### src/rtl/dpram_copy_engine.sv
// Word-by-word copy engine driving one synchronous-read RAM port: each word is
// read, captured and written back at a new address, and the copied words are XORed.
module dpram_copy_engine #(
    parameter int DATA_WIDTH = 8,
    parameter int ADDR_WIDTH = 4
) (
    input  logic                  clk,
    input  logic                  rst_n,
    input  logic                  start,
    input  logic [ADDR_WIDTH-1:0] src_addr,
    input  logic [ADDR_WIDTH-1:0] dst_addr,
    input  logic [ADDR_WIDTH:0]   len,
    output logic                  busy,
    output logic                  done,
    output logic [DATA_WIDTH-1:0] checksum,
    output logic [ADDR_WIDTH-1:0] ram_addr,
    output logic                  ram_we,
    output logic [DATA_WIDTH-1:0] ram_din,
    input  logic [DATA_WIDTH-1:0] ram_dout
);

    // Handshake: start is a level request sampled only in IDLE (there is no ready);
    // done is a one-cycle pulse that coincides with checksum becoming valid.
    typedef enum logic [2:0] {
        ST_IDLE,
        ST_RD,
        ST_CAP,
        ST_WR,
        ST_DONE
    } state_t;

    localparam logic [ADDR_WIDTH:0] IDX_ONE = {{ADDR_WIDTH{1'b0}}, 1'b1};

    state_t                  state_q, state_d;
    logic [ADDR_WIDTH-1:0]   src_q, src_d;
    logic [ADDR_WIDTH-1:0]   dst_q, dst_d;
    logic [ADDR_WIDTH:0]     len_q, len_d;
    logic [ADDR_WIDTH:0]     idx_q, idx_d;
    logic [DATA_WIDTH-1:0]   data_q, data_d;
    logic [DATA_WIDTH-1:0]   xsum_q, xsum_d;
    logic                    busy_q, busy_d;
    logic                    done_q, done_d;
    logic [DATA_WIDTH-1:0]   checksum_q, checksum_d;
    logic [ADDR_WIDTH-1:0]   ram_addr_q, ram_addr_d;
    logic                    ram_we_q, ram_we_d;

    logic [ADDR_WIDTH:0]     idx_next;
    logic [ADDR_WIDTH-1:0]   rd_addr_next;
    logic [ADDR_WIDTH-1:0]   wr_addr;

    assign idx_next     = idx_q + IDX_ONE;
    assign rd_addr_next = src_q + idx_next[ADDR_WIDTH-1:0];
    assign wr_addr      = dst_q + idx_q[ADDR_WIDTH-1:0];

    // Outputs are registered, so each RAM-side value is computed on the edge
    // that enters the state in which it must be visible.
    always_comb begin
        state_d    = state_q;
        src_d      = src_q;
        dst_d      = dst_q;
        len_d      = len_q;
        idx_d      = idx_q;
        data_d     = data_q;
        xsum_d     = xsum_q;
        busy_d     = busy_q;
        done_d     = 1'b0;
        checksum_d = checksum_q;
        ram_addr_d = ram_addr_q;
        ram_we_d   = 1'b0;

        case (state_q)
            ST_IDLE: begin
                if (start) begin
                    if (len == '0) begin
                        state_d    = ST_DONE;
                        xsum_d     = '0;
                        checksum_d = '0;
                        done_d     = 1'b1;
                    end else begin
                        state_d    = ST_RD;
                        src_d      = src_addr;
                        dst_d      = dst_addr;
                        len_d      = len;
                        idx_d      = '0;
                        xsum_d     = '0;
                        busy_d     = 1'b1;
                        ram_addr_d = src_addr;
                    end
                end
            end
            ST_RD: begin
                state_d = ST_CAP;
            end
            ST_CAP: begin
                state_d    = ST_WR;
                data_d     = ram_dout;
                xsum_d     = xsum_q ^ ram_dout;
                ram_addr_d = wr_addr;
                ram_we_d   = 1'b1;
            end
            ST_WR: begin
                idx_d = idx_next;
                if (idx_next < len_q) begin
                    state_d    = ST_RD;
                    ram_addr_d = rd_addr_next;
                end else begin
                    state_d    = ST_DONE;
                    busy_d     = 1'b0;
                    done_d     = 1'b1;
                    checksum_d = xsum_q;
                end
            end
            ST_DONE: begin
                state_d = ST_IDLE;
            end
            default: begin
                state_d = ST_IDLE;
                busy_d  = 1'b0;
            end
        endcase
    end

    always_ff @(posedge clk or negedge rst_n) begin
        if (!rst_n) begin
            state_q    <= ST_IDLE;
            src_q      <= '0;
            dst_q      <= '0;
            len_q      <= '0;
            idx_q      <= '0;
            data_q     <= '0;
            xsum_q     <= '0;
            busy_q     <= 1'b0;
            done_q     <= 1'b0;
            checksum_q <= '0;
            ram_addr_q <= '0;
            ram_we_q   <= 1'b0;
        end else begin
            state_q    <= state_d;
            src_q      <= src_d;
            dst_q      <= dst_d;
            len_q      <= len_d;
            idx_q      <= idx_d;
            data_q     <= data_d;
            xsum_q     <= xsum_d;
            busy_q     <= busy_d;
            done_q     <= done_d;
            checksum_q <= checksum_d;
            ram_addr_q <= ram_addr_d;
            ram_we_q   <= ram_we_d;
        end
    end

    // The data register only changes on the CAP->WR edge, so it doubles as ram_din
    // and naturally holds its value outside WR.
    assign busy     = busy_q;
    assign done     = done_q;
    assign checksum = checksum_q;
    assign ram_addr = ram_addr_q;
    assign ram_we   = ram_we_q;
    assign ram_din  = data_q;

endmodule

### config.mk
export PLATFORM = sky130hd
export DESIGN_NAME = dpram_copy_engine
export DESIGN_NICKNAME = d
export VERILOG_FILES = /design/src/rtl/dpram_copy_engine.sv
export SDC_FILE = /design/constraint.sdc
export NUM_CORES = 1
export LEC_CHECK = 0
export ABC_CLOCK_PERIOD_IN_PS = 2800
export BUFFER_PORTS_ARGS = -buffer_cell sky130_fd_sc_hd__buf_2
export CELL_PAD_IN_SITES_DETAIL_PLACEMENT = 0
export CELL_PAD_IN_SITES_GLOBAL_PLACEMENT = 1
export CORE_MARGIN = 2
export CORE_UTILIZATION = 40
export CTS_CLUSTER_SIZE = 10
export DETAILED_ROUTE_END_ITERATION = 10
export PLACE_DENSITY_LB_ADDON = 0.1
export SLEW_MARGIN = 20
export SYNTH_ARGS = -nofsm -noshare
export SYNTH_HDL_FRONTEND = slang
export SYNTH_SLANG_ARGS = --single-unit
export TNS_END_PERCENT = 20
### constraint.sdc
create_clock -name clk -period 2.8 [get_ports clk]
set_input_delay 0.42 -clock clk [delete_from_list [all_inputs] [get_ports clk]]
set_output_delay 0.42 -clock clk [all_outputs]
set_load 0.05 [all_outputs]
* Yosys cells after proc, flatten, opt, wreduce, memory -nomap -nowiden *
Cells that the tools add are included.

storage, ports and cells
  flip-flop bits (word level) = 52
  bits of input ports = 24
  output and inout bits = 23
  logic and storage cells = 66

operators by class
  add/subtract/negate cells = 3
  magnitude comparators = 1
  eq/ne operators = 9
  multiplexer cells = 26
  bitwise logic cells = 3
  reduce and logical (&&, ||, !) cells = 12

operators by type and width
  cell                 number
  $mux 8               4
  $pmux 8 s2           2
  $mux 4               3
  $pmux 3 s4           1
  $pmux 4 s3           1
  $reduce_and 4->1     3
  $mux 5               2
  $ne 2x2->1 const B   5
  $pmux 5 s2           1
  $mux 3               3
  $add 4x4->4          2
  $xor 8x8->8          1
  $mux 1               7
  $eq 3x2->1 const B   2
  $reduce_and 3->1     2
  $add 5x1->5 const B  1
  $logic_not 5->1      1
  $lt 5x5->1           1
  $reduce_bool 2->1    2
  $eq 3x1->1 const B   1
  $eq 3x3->1 const B   1
  $logic_not 3->1      1
  $pmux 1 s3           1
  $reduce_bool 3->1    1
  4 further kinds      5

* Longest topological paths before layout *
Gate-level depths: netlist of the first run.

  word-level depth = 4
  gate-level depth with buffers = 8
  depth with buffers taken out = 8

* Worst setup path after synthesis of the first run *
Ideal clock, no wire load.

  path type = register to register
  start = reg idx_q[1]
  end = reg ram_addr_q[0], in the netlist ram_addr[0]
  setup time = 0.125 ns
  data arrival time = 2.185 ns
  required time = 2.675 ns
  setup slack = 0.489 ns
  cell stages (with the launch flop) = 9
  buffers on the path = 0
  period minus slack after synthesis = 2.311 ns
  path through = dfrtp_1 -> ha_1 -> xor2_1 -> ha_1 -> a21o_1 -> a31oi_1 -> o22ai_2 -> a21oi_4 -> mux2_4

on the way
  cells in the longest elaborated chain, start to end = 4

ends and longest elaborated chain
  what                        line  text
  start, declared             38    logic [ADDR_WIDTH:0] idx_q, idx_d;
  start signal, assigned      142   idx_q <= idx_d;
  $add 5x1->5                 51    assign idx_next = idx_q + IDX_ONE;
  $lt 5x5->1                  103   if (idx_next < len_q) begin
  $ne 2x2->1 (no line)        --
  $reduce_and 4->1 (no line)  --
  end signal, assigned        148   ram_addr_q <= ram_addr_d;
  end, declared               44    logic [ADDR_WIDTH-1:0] ram_addr_q, ram_addr_d;

Every way passes these cells.
A chain may end at the register's enable or synchronous reset.

* Worst setup path in the final report of the first run *
  start = reg idx_q[1]
  end = reg ram_addr_q[3], in the netlist ram_addr[3]

on the way
  cells in the longest elaborated chain, start to end = 4
  elaborated cells between the ends (all ways) = 8
  classes of those cells = add/sub: 3; order compare: 1; eq/ne: 1; mux: 2; reduce/logical: 1

ends and longest elaborated chain
  what                                                   line
  $add 5x1->5                                            51
  $add 4x4->4 / $lt 5x5->1 (equally long branches)       52, 103
  $mux 4 / $ne 2x2->1 (equally long branches)            --
  $pmux 4 s3 / $reduce_and 4->1 (equally long branches)  --

Several ways; a longest one is shown, not always the timed one. The select of a mux whose other input is x is not followed.

==> impl_results.md, run 1 <==
* Clk root buf: clkbuf_8
* Drt total wl at 5.03 mm
* Global Route Usage Sum at 15.4%
* Power per Cell Area at 1400 nW/um2
* Asr flop ratio synth at 100%
* Share of the synthesized area in the top cell type at 51.4%
* Largest net degree at the start of global routing at 36
* Grt ovf at 0
* Die width at 83.6 um
* Die height at 83.6 um
* FF-to-FF path depth at 8
* Placed instance count at 337
* Hold buffer count at cts at 0
* Die area at 6990 um2
* Row cnt at 28
* Port Buf Inserts at 46
* Cell Area, Synth at 2530 um2
* Antenna Nets Post-Route at 0
* DRC marker count from the first detailed-route iteration at 61
* Vias at 1699
* CP startpoint kind: flop
* Reg2Reg Launch Point: idx_q[1]$_DFFE_PN0P_
* Mapped Nets at 258
* First-pass GRT wire length at 8.50 mm
* Post-synthesis register bit count at 52
* Core Area at 6030 um2
* Pwr Total at 4.10 mW
* GPL Wtd Cong at 0.783
* Final Hold Fails at 0
* Synth warnings at 0
* LEAKAGE at 1.54 nW
* Mapped Cells at 221
* Reg2reg setup slack at 220 ps
* Initial antenna violation count at 0
* Dpl hpwl at 3.78 mm
* Layout cells sized above 1 at 29.6%
* DRC viols at 0
* Mean Syn Cell Area at 11.5 um2
* Outcome: complete, no violations
* Nets@finish at 306
* Worst Path Required at 2990 ps
* Setup skew after layout at 3.76 ps
* Sink Count at 52
* Worst-case clock buffer depth at 2
* Post-synth EDFFs at 0
* Slew margin rel. at 71.5%
* Main flop type after synthesis: dfrtp_1
* Post-DR vias/cell at 4.92
* Ant diodes at 0
* Clock latency on the worst-skew pair at 300 ps
* # resized after CTS at 0
* Slew Viols, Final at 0
* Crit. End Element: flop
* Crit Path Max Fanout at 10
* Min Tclk post-route at 2580 ps
* CTS tree: yes
* Area leader, netlist: dfrtp_1
* Reg clk slew, reported paths at 90 ps
* Fillers at 594
* DP Area at 2810 um2
* Worst Hold Class: in -> async
* Max-Cap Viols at 0
* Boundary pin count at 47
* Final setup vio count at 0
* Critical Path AT at 2770 ps
* Vias in the first global route at 1683
* Post-synth cell types at 40
* Worst setup margin at 224 ps
* Worst slew pin tran at 428 ps
* Initial Util at 42.0%
* Wire per inst at 14.6 um
* H-tree Lvls at 2
* Maximum vdd drop at 0.783 mV
* WS Path Type: reg -> reg
* F_max at 388 MHz
* Post-synthesis sequential area ratio at 51.4%
* DRT Pass-1 Iters at 4
* Final Cycle Share at 92.0%
* Setup crit start: idx_q[1]$_DFFE_PN0P_
* CTS Buf Count at 5
* Fin cells at 345
* Postcts setup bufs at 0
* Cell area after layout at 2930 um2
* Synth top area cells: dfrtp_1, mux2_4, ha_1
* Area growth syn-to-layout at 15.7%
* Setup WS pre-CTS at 232 ps
[cell families (layout without fill, tap and decap cells)]
kind of cell	count (synthesis)	in the layout	share of synthesized area [%]
buffers and inverters	19	68	4.15
adder cells (fa/ha/maj)	13	13	7.01
multiplexers	18	18	9.88
AO/OA/AOI/OAI	44	44	11.4
flip-flops	52	52	51.4
AND/OR/NAND/NOR	67	67	12.9
XOR/XNOR	8	8	3.36
[worst paths after layout]
kind                                            to
max                        ram_addr[3]$_DFFE_PN0P_
min                           dst_q[3]$_DFFE_PN0P_
max reg2reg                ram_addr[3]$_DFFE_PN0P_
min reg2reg                 ram_din[7]$_DFFE_PN0P_
max in group asynchronous  checksum[2]$_DFFE_PN0P_
min in group clk              dst_q[1]$_DFFE_PN0P_
[power by group]
group / internal [mW] / switching [mW] / leakage [nW]
clock network: 0.270 / 0.250 / 0.0558
logic: 0.885 / 1.31 / 0.838
registers: 1.10 / 0.279 / 0.647
total: 2.26 / 1.84 / 1.54
[flip-flops by register name (all words and copies together), names as in the netlist]
name,count
busy,1
checksum,8
done,1
dst_q,4
idx_q,5
len_q,5
ram_addr,4
ram_din,8
ram_we,1
src_q,4
state_q,3
xsum_q,8
[per-layer routing]
metal	up-vias	GRT usage (%)	routed length (um)	share of wire [%]
li1	861	-	-	-
met1	797	23.2	2680	53
met2	35	21.7	2070	41
met3	6	3.66	221	4.4
met4	0	4.69	59	1.2
met5	-	0	0	0
[cell usage after synthesis (3+ instances only)]
cell     number
nor2_1        5
mux2_4       13
nand2_1      36
o21ai_0      20
a22o_1        9
mux2_2        4
a21o_1        3
a21oi_1       6
xor2_1        3
ha_1         11
inv_1        11
dfrtp_1      52
xnor2_1       4
nand3_1      12
[area by class of cell]
class / instances / area (um2) / share of cell area [%]
Sequential cell: 52 / 1300 / 44.4
Multi-Input combinational cell: 150 / 1130 / 38.7
Timing Repair Buffer: 48 / 245 / 8.37
Tap cell: 75 / 93.8 / 3.20
Clock buffer: 6 / 72.6 / 2.48
Inverter: 12 / 45.0 / 1.54
Clock inverter: 2 / 38.8 / 1.32
[worst max-delay path: stages (launching register included)]
cell	delay, ps
dfrtp_1	450
ha_1	260
xor2_1	240
ha_1	290
a21o_1	160
a31oi_1	280
o22ai_4	210
a21oi_4	250
mux2_4	330
[stage by stage]
stage,util [%],hold slack [ps],TNS (ps)
after floorplan,-,124,0
after detailed placement,46.7,384,0
after global placement,46.7,381,0
after CTS,48.5,46.2,0
final,48.7,39.9,0
after global routing,48.7,57.5,-28.2
[cell usage in the layout, fill, tap and decap left out, types with 3 or more instances in the layout]
| cell type | netlist | routed |
|---|---|---|
| a21o_1 | 3 | 3 |
| a21oi_1 | 6 | 6 |
| a22o_1 | 9 | 9 |
| buf_2 | 2 | 46 |
| clkbuf_8 | 0 | 5 |
| dfrtp_1 | 52 | 52 |
| ha_1 | 11 | 11 |
| inv_1 | 11 | 11 |
| mux2_2 | 4 | 4 |
| mux2_4 | 13 | 13 |
| nand2_1 | 36 | 36 |
| nand3_1 | 12 | 12 |
| nor2_1 | 5 | 5 |
| o21ai_0 | 20 | 20 |
| xnor2_1 | 4 | 4 |
| xor2_1 | 3 | 3 |
Power figures use the tool's default switching activity.
==> inputs of run 2 (changes only) <==
==> constraint.sdc (replaced) <==
create_clock -name clk -period 2.8 [get_ports clk]
set_input_delay 0.28 -clock clk [delete_from_list [all_inputs] [get_ports clk]]
set_output_delay 0.28 -clock clk [all_outputs]
set_load 0.05 [all_outputs]
==> run 2 against run 1 <==
  * Final area grew 0.34%
  * Register-to-register slack is essentially flat
  * Critical endpoint unchanged
  * First-iteration DRC count grew 6.6%
  * Cell count grew 0.29%
  * Global-route usage is the same
  * Largest power group unchanged
  * Highest routed layer unchanged
  * Maximum frequency is essentially flat
  * Die area is the same
  * Sequential share of layout area shrank 0.15 points
  * Setup slack lost 0.75 ps
==> impl_results.md, run 2 (synthesized netlist as in run 1, its figures left out) <==
* Global Route Usage Sum at 15.4%
* Vias at 1693
* Placed instance count at 337
* Sink Count at 52
* Layout cells sized above 1 at 29.5%
* DRC viols at 0
* Antenna Nets Post-Route at 0
* CTS tree: yes
* Worst-case clock buffer depth at 2
* Slew margin rel. at 71.5%
* Initial antenna violation count at 0
* Final Cycle Share at 92.0%
* Vias in the first global route at 1683
* GR Layer Usage met2 at 21.7%
* Max-Cap Viols at 0
* GRT met1 Usage at 23.2%
* Critical Path AT at 2770 ps
* First-pass GRT wire length at 8.50 mm
* Post-DR vias/cell at 4.89
* Worst Path Required at 2990 ps
* Met3 Track Usage GR at 3.66%
* Ant diodes at 0
* LEAKAGE at 1.54 nW
* GPL Wtd Cong at 0.783
* Clock latency on the worst-skew pair at 300 ps
* Most frequent cells in the layout: dfrtp_1, buf_2, nand2_1
* Setup skew after layout at 3.84 ps
* Fin util at 48.8%
* Reg clk slew, reported paths at 90 ps
* Register Area at 1300 um2
* Drt total wl at 5.04 mm
* Final setup vio count at 0
* Worst slew pin tran at 428 ps
* Min Tclk post-route at 2580 ps
* Die area at 6990 um2
* Fin cells at 346
* Wire per inst at 14.6 um
* Most common cell after layout, fill and taps aside: dfrtp_1
* Crit Path Max Fanout at 10
* Power per Cell Area at 1390 nW/um2
* Die height at 83.6 um
* Boundary pin count at 47
* CTS Buf Count at 5
* Die width at 83.6 um
* Crit. End Element: flop
* Core Area at 6030 um2
* Grt ovf at 0
* Area occupied by multi-input gates at 1130 um2
* Clk root buf: clkbuf_8
* Worst Hold Class: in -> reg
* Row cnt at 28
* Worst setup margin at 224 ps
* Maximum vdd drop at 0.782 mV
* WS Path Type: reg -> reg
* Largest net degree at the start of global routing at 36
* Hold_ws at 201 ps
* Nets@finish at 307
* Slew Viols, Final at 0
* DRC marker count from the first detailed-route iteration at 65
* Setup WS pre-CTS at 232 ps
* F_max at 388 MHz
* CP startpoint kind: flop
* Fillers at 593
* Outcome: complete, no violations
* Final Hold Fails at 0
* H-tree Lvls at 2
* Area growth syn-to-layout at 16.1%
* Initial Util at 42.0%
* Port Buf Inserts at 46
* Top Usage Layer GRT: met1
* DRT Pass-1 Iters at 4
* Dpl hpwl at 3.78 mm
[run 2: changes by cell type in the layout (fill, tap and decap cells not counted), sizes merged]
cell and delta:
dlygate4sd3 +1
[run 2: cell type report]
cell class / count / share of cell area [%]
Clock buffer: 6 / 2.47
Clock inverter: 2 / 1.32
Inverter: 12 / 1.53
Multi-Input combinational cell: 150 / 38.6
Sequential cell: 52 / 44.2
Tap cell: 75 / 3.19
Timing Repair Buffer: 49 / 8.68
[run 2: per-stage QoR]
step	instance area, um2	total power, mW	setup TNS [ps]
final	2940	4.10	0
after global routing	2940	4.43	-28.2
after CTS	2930	4.14	0
after detailed placement	2810	3.60	0
after global placement	2810	3.57	0
after floorplan	2530	3.13	0
[run 2: power by group]
group          internal, mW  total, mW  switching [mW]  leakage (nW)
sequential             1.10       1.38           0.279         0.647
clock                 0.270      0.520           0.250        0.0558
combinational         0.886       2.20            1.31         0.842
[run 2: per-layer routing]
metal  wire [um]  vias to the layer above
li1            -                      862
met1        2700                      790
met2        2060                       35
met3         219                        6
met4          59                        0
met5           0                        -
[run 2: worst paths after layout]
check	startpoint	to	slack, ps	cells past startpoint
worst max-delay path	idx_q[1]$_DFFE_PN0P_	ram_addr[3]$_DFFE_PN0P_	220	8
worst min-delay path	dst_addr[1]	dst_q[1]$_DFFE_PN0P_	200	2
worst max register to register	idx_q[1]$_DFFE_PN0P_	ram_addr[3]$_DFFE_PN0P_	220	8
worst min register to register	ram_din[7]$_DFFE_PN0P_	ram_din[7]$_DFFE_PN0P_	470	2
max in group asynchronous	rst_n	checksum[2]$_DFFE_PN0P_	1580	3
min in group asynchronous	rst_n	dst_q[3]$_DFFE_PN0P_	440	2
[run 2: timing repair]
item,CTS,global route
hold endpoints to repair,17,0
buffers inserted,0,0
setup endpoints to repair,0,8
resized for setup,0,1
hold buffers,1,0
[run 2: critical path, stage by stage (launching register included)]
cell,delay (ps)
dfrtp_1,450
ha_1,260
xor2_1,240
ha_1,290
a21o_1,160
a31oi_1,280
o22ai_4,210
a21oi_4,250
mux2_4,330
==> inputs of run 3 (changes only) <==
--- a/config.mk
+++ b/config.mk
@@ -5,12 +5,12 @@
 export SDC_FILE = /design/constraint.sdc
 export NUM_CORES = 1
 export LEC_CHECK = 0
-export ABC_CLOCK_PERIOD_IN_PS = 2800
+export ABC_CLOCK_PERIOD_IN_PS = 2100
 export BUFFER_PORTS_ARGS = -buffer_cell sky130_fd_sc_hd__buf_2
 export CELL_PAD_IN_SITES_DETAIL_PLACEMENT = 0
 export CELL_PAD_IN_SITES_GLOBAL_PLACEMENT = 1
 export CORE_MARGIN = 2
-export CORE_UTILIZATION = 40
+export CORE_UTILIZATION = 39
 export CTS_CLUSTER_SIZE = 10
 export DETAILED_ROUTE_END_ITERATION = 10
 export PLACE_DENSITY_LB_ADDON = 0.1
==> constraint.sdc (replaced) <==
create_clock -name clk -period 2.1 [get_ports clk]
set_input_delay 0.21 -clock clk [delete_from_list [all_inputs] [get_ports clk]]
set_output_delay 0.21 -clock clk [all_outputs]
set_load 0.05 [all_outputs]
==> run 3 against run 2 <==
  * The flow now finishes with violations (setup timing)
  * First-iteration DRC count decreased by 6.2%
  * Via count increased by 4.8%
  * Sequential share of layout area decreased by 2.5 points
  * Worst hold slack got worse by 74 ps
  * Flip-flop and latch count unchanged
  * Clock power increased by 11%
  * Count of clock-buffer cells in the layout unchanged
  * Combinational power increased by 52%
  * Power increased by 40%
  * Maximum frequency increased by 15%
  * Die area increased by 2.4%
  * Clock skew increased by 5.1 ps
==> impl_results.md, run 3 (synthesized netlist as in run 1, its figures left out) <==
* Outcome: complete, but fails checks
* Failing checks: setup timing
* CTS tree: yes
* Drt total wl at 5.46 mm
* DRC marker count from the first detailed-route iteration at 61
* Top Usage Layer GRT: met2
* Min Tclk post-route at 2240 ps
* DRT Pass-1 Iters at 4
* Crit Path Max Fanout at 5
* Core Area at 6310 um2
* Fin cells at 364
* Unrepaired setup endpoints after global routing: true
* Clk root buf: clkbuf_8
* Worst-case clock buffer depth at 2
* Largest net degree at the start of global routing at 53
* Nets@finish at 323
* Worst Hold Class: in -> reg
* WP depth at 8
* Sink Count at 52
* GRT met1 Usage at 22.9%
* Post-DR vias/cell at 4.87
* Critical Path AT at 2430 ps
* Final Hold Fails at 0
* Layout cells sized above 1 at 35.9%
* Met3 Track Usage GR at 4.42%
* Setup skew after layout at 8.90 ps
* F_max at 447 MHz
* Most common cell after layout, fill and taps aside: dfrtp_1
* Fillers at 603
* Worst slew pin tran at 358 ps
* Die width at 84.6 um
* Boundary pin count at 47
* Initial Util at 40.1%
* Setup WS pre-CTS at -165 ps
* LEAKAGE at 1.63 nW
* Final setup vio count at 12
* Worst setup margin at -135 ps
* Critical path, cell by cell: ha_4 > xor2_2 > ha_1 > a21o_1 > a31oi_4 > o22ai_4 > a21oi_4 > mux2_4
* Area growth syn-to-layout at 23.1%
* Clock latency on the worst-skew pair at 300 ps
* Antenna Nets Post-Route at 0
* DRC viols at 0
* Dpl hpwl at 3.84 mm
* GR Layer Usage met2 at 25.5%
* Grt ovf at 0
* Crit-path leading delay family: compound AO/OA/AOI/OAI gates
* H-tree Lvls at 2
* Worst path slowest cell: dfrtp_1
* Max-Cap Viols at 0
* Final Cycle Share at 106%
* FF-to-FF path depth at 8
* Most frequent cells in the layout: dfrtp_1, buf_2, nand2_1
* Maximum vdd drop at 0.829 mV
* GPL Wtd Cong at 0.773
* Slew margin rel. at 76.1%
* Buf/Inv on CP at 0
* Crit. End Element: flop
* Placed instance count at 353
* Reg clk slew, reported paths at 100 ps
* CP startpoint kind: flop
* CTS Buf Count at 5
* Ant diodes at 0
* Worst Path Required at 2300 ps
* Wire per inst at 15.0 um
* First-pass GRT wire length at 9.19 mm
* Vias at 1774
* Port Buf Inserts at 46
* Hold_ws at 127 ps
* Largest stage delay, worst path at 420 ps
* Worst Hold Depth at 3
* Global Route Usage Sum at 16.3%
* Die area at 7160 um2
* Initial antenna violation count at 0
* Slew Viols, Final at 0
* Row cnt at 29
* Power per Cell Area at 1840 nW/um2
* Die height at 84.6 um
* Vias in the first global route at 1873
* WS Path Type: reg -> reg
run 3: cell types whose count changed in the layout (fill, tap and decap cells not counted), moves of 2 or more:
cell / before / now
nand3_1: 12 / 10
buf_6: 0 / 3
nand3_2: 0 / 2
buf_4: 2 / 14
run 3: what timing repair did:
item | in CTS | in global routing
hold endpoints to repair | 52 | 0
endpoints found under the setup margin | 12 | 14
setup buffers | 2 | 0
resized for setup | 4 | 8
hold buffers | 1 | 0
pin swaps | 2 | 4
run 3: layout make-up:
class | count | area [um2] | share of cell area [%]
repair buffers | 65 | 399 | 12.8
multi-input cells | 150 | 1190 | 38.2
inverters | 12 | 45.0 | 1.44
clock buffers | 6 | 72.6 | 2.33
well taps | 77 | 96.3 | 3.09
flip-flops and latches | 52 | 1300 | 41.7
clock inverters | 2 | 13.8 | 0.441
run 3: per-layer routing:
layer,vias up,share of wire [%]
li1,891,-
met5,-,0
met3,6,3.1
met4,0,1.1
met1,848,49
met2,29,47
run 3: worst paths after layout:
path	startpoint	endpoint	slack [ps]
max	idx_q[1]$_DFFE_PN0P_	ram_addr[3]$_DFFE_PN0P_	-140
min	ram_dout[7]	ram_din[7]$_DFFE_PN0P_	130
max reg2reg	idx_q[1]$_DFFE_PN0P_	ram_addr[3]$_DFFE_PN0P_	-140
min reg2reg	ram_din[4]$_DFFE_PN0P_	ram_din[4]$_DFFE_PN0P_	480
max in group asynchronous	rst_n	src_q[1]$_DFFE_PN0P_	1430
min in group asynchronous	rst_n	len_q[4]$_DFFE_PN0P_	410
run 3: tightest hold or removal path, delay by kind of cell:
| family | cells | cell delay (ps) |
|---|---|---|
| simple gates | 2 | 120 |
| buf+inv | 1 | 70 |
run 3: power by group:
part | switching (mW) | internal [mW] | leakage [nW]
sequential | 0.346 | 1.47 | 0.647
combinational | 1.92 | 1.43 | 0.940
clock | 0.337 | 0.238 | 0.0456
total | 2.60 | 3.14 | 1.63
run 3: through the flow:
stage / util (%) / area, um2 / setup TNS (ps) / power, mW
6_report: 49.4 / 3120 / -1030 / 5.74
5_1_grt: 49.4 / 3120 / -2440 / 6.21
4_1_cts: 48.6 / 3070 / -1510 / 5.67
3_5_place_dp: 46.5 / 2940 / -852 / 4.98
3_3_place_gp: 46.5 / 2940 / -495 / 4.96
2_1_floorplan: - / 2540 / -756 / 4.18
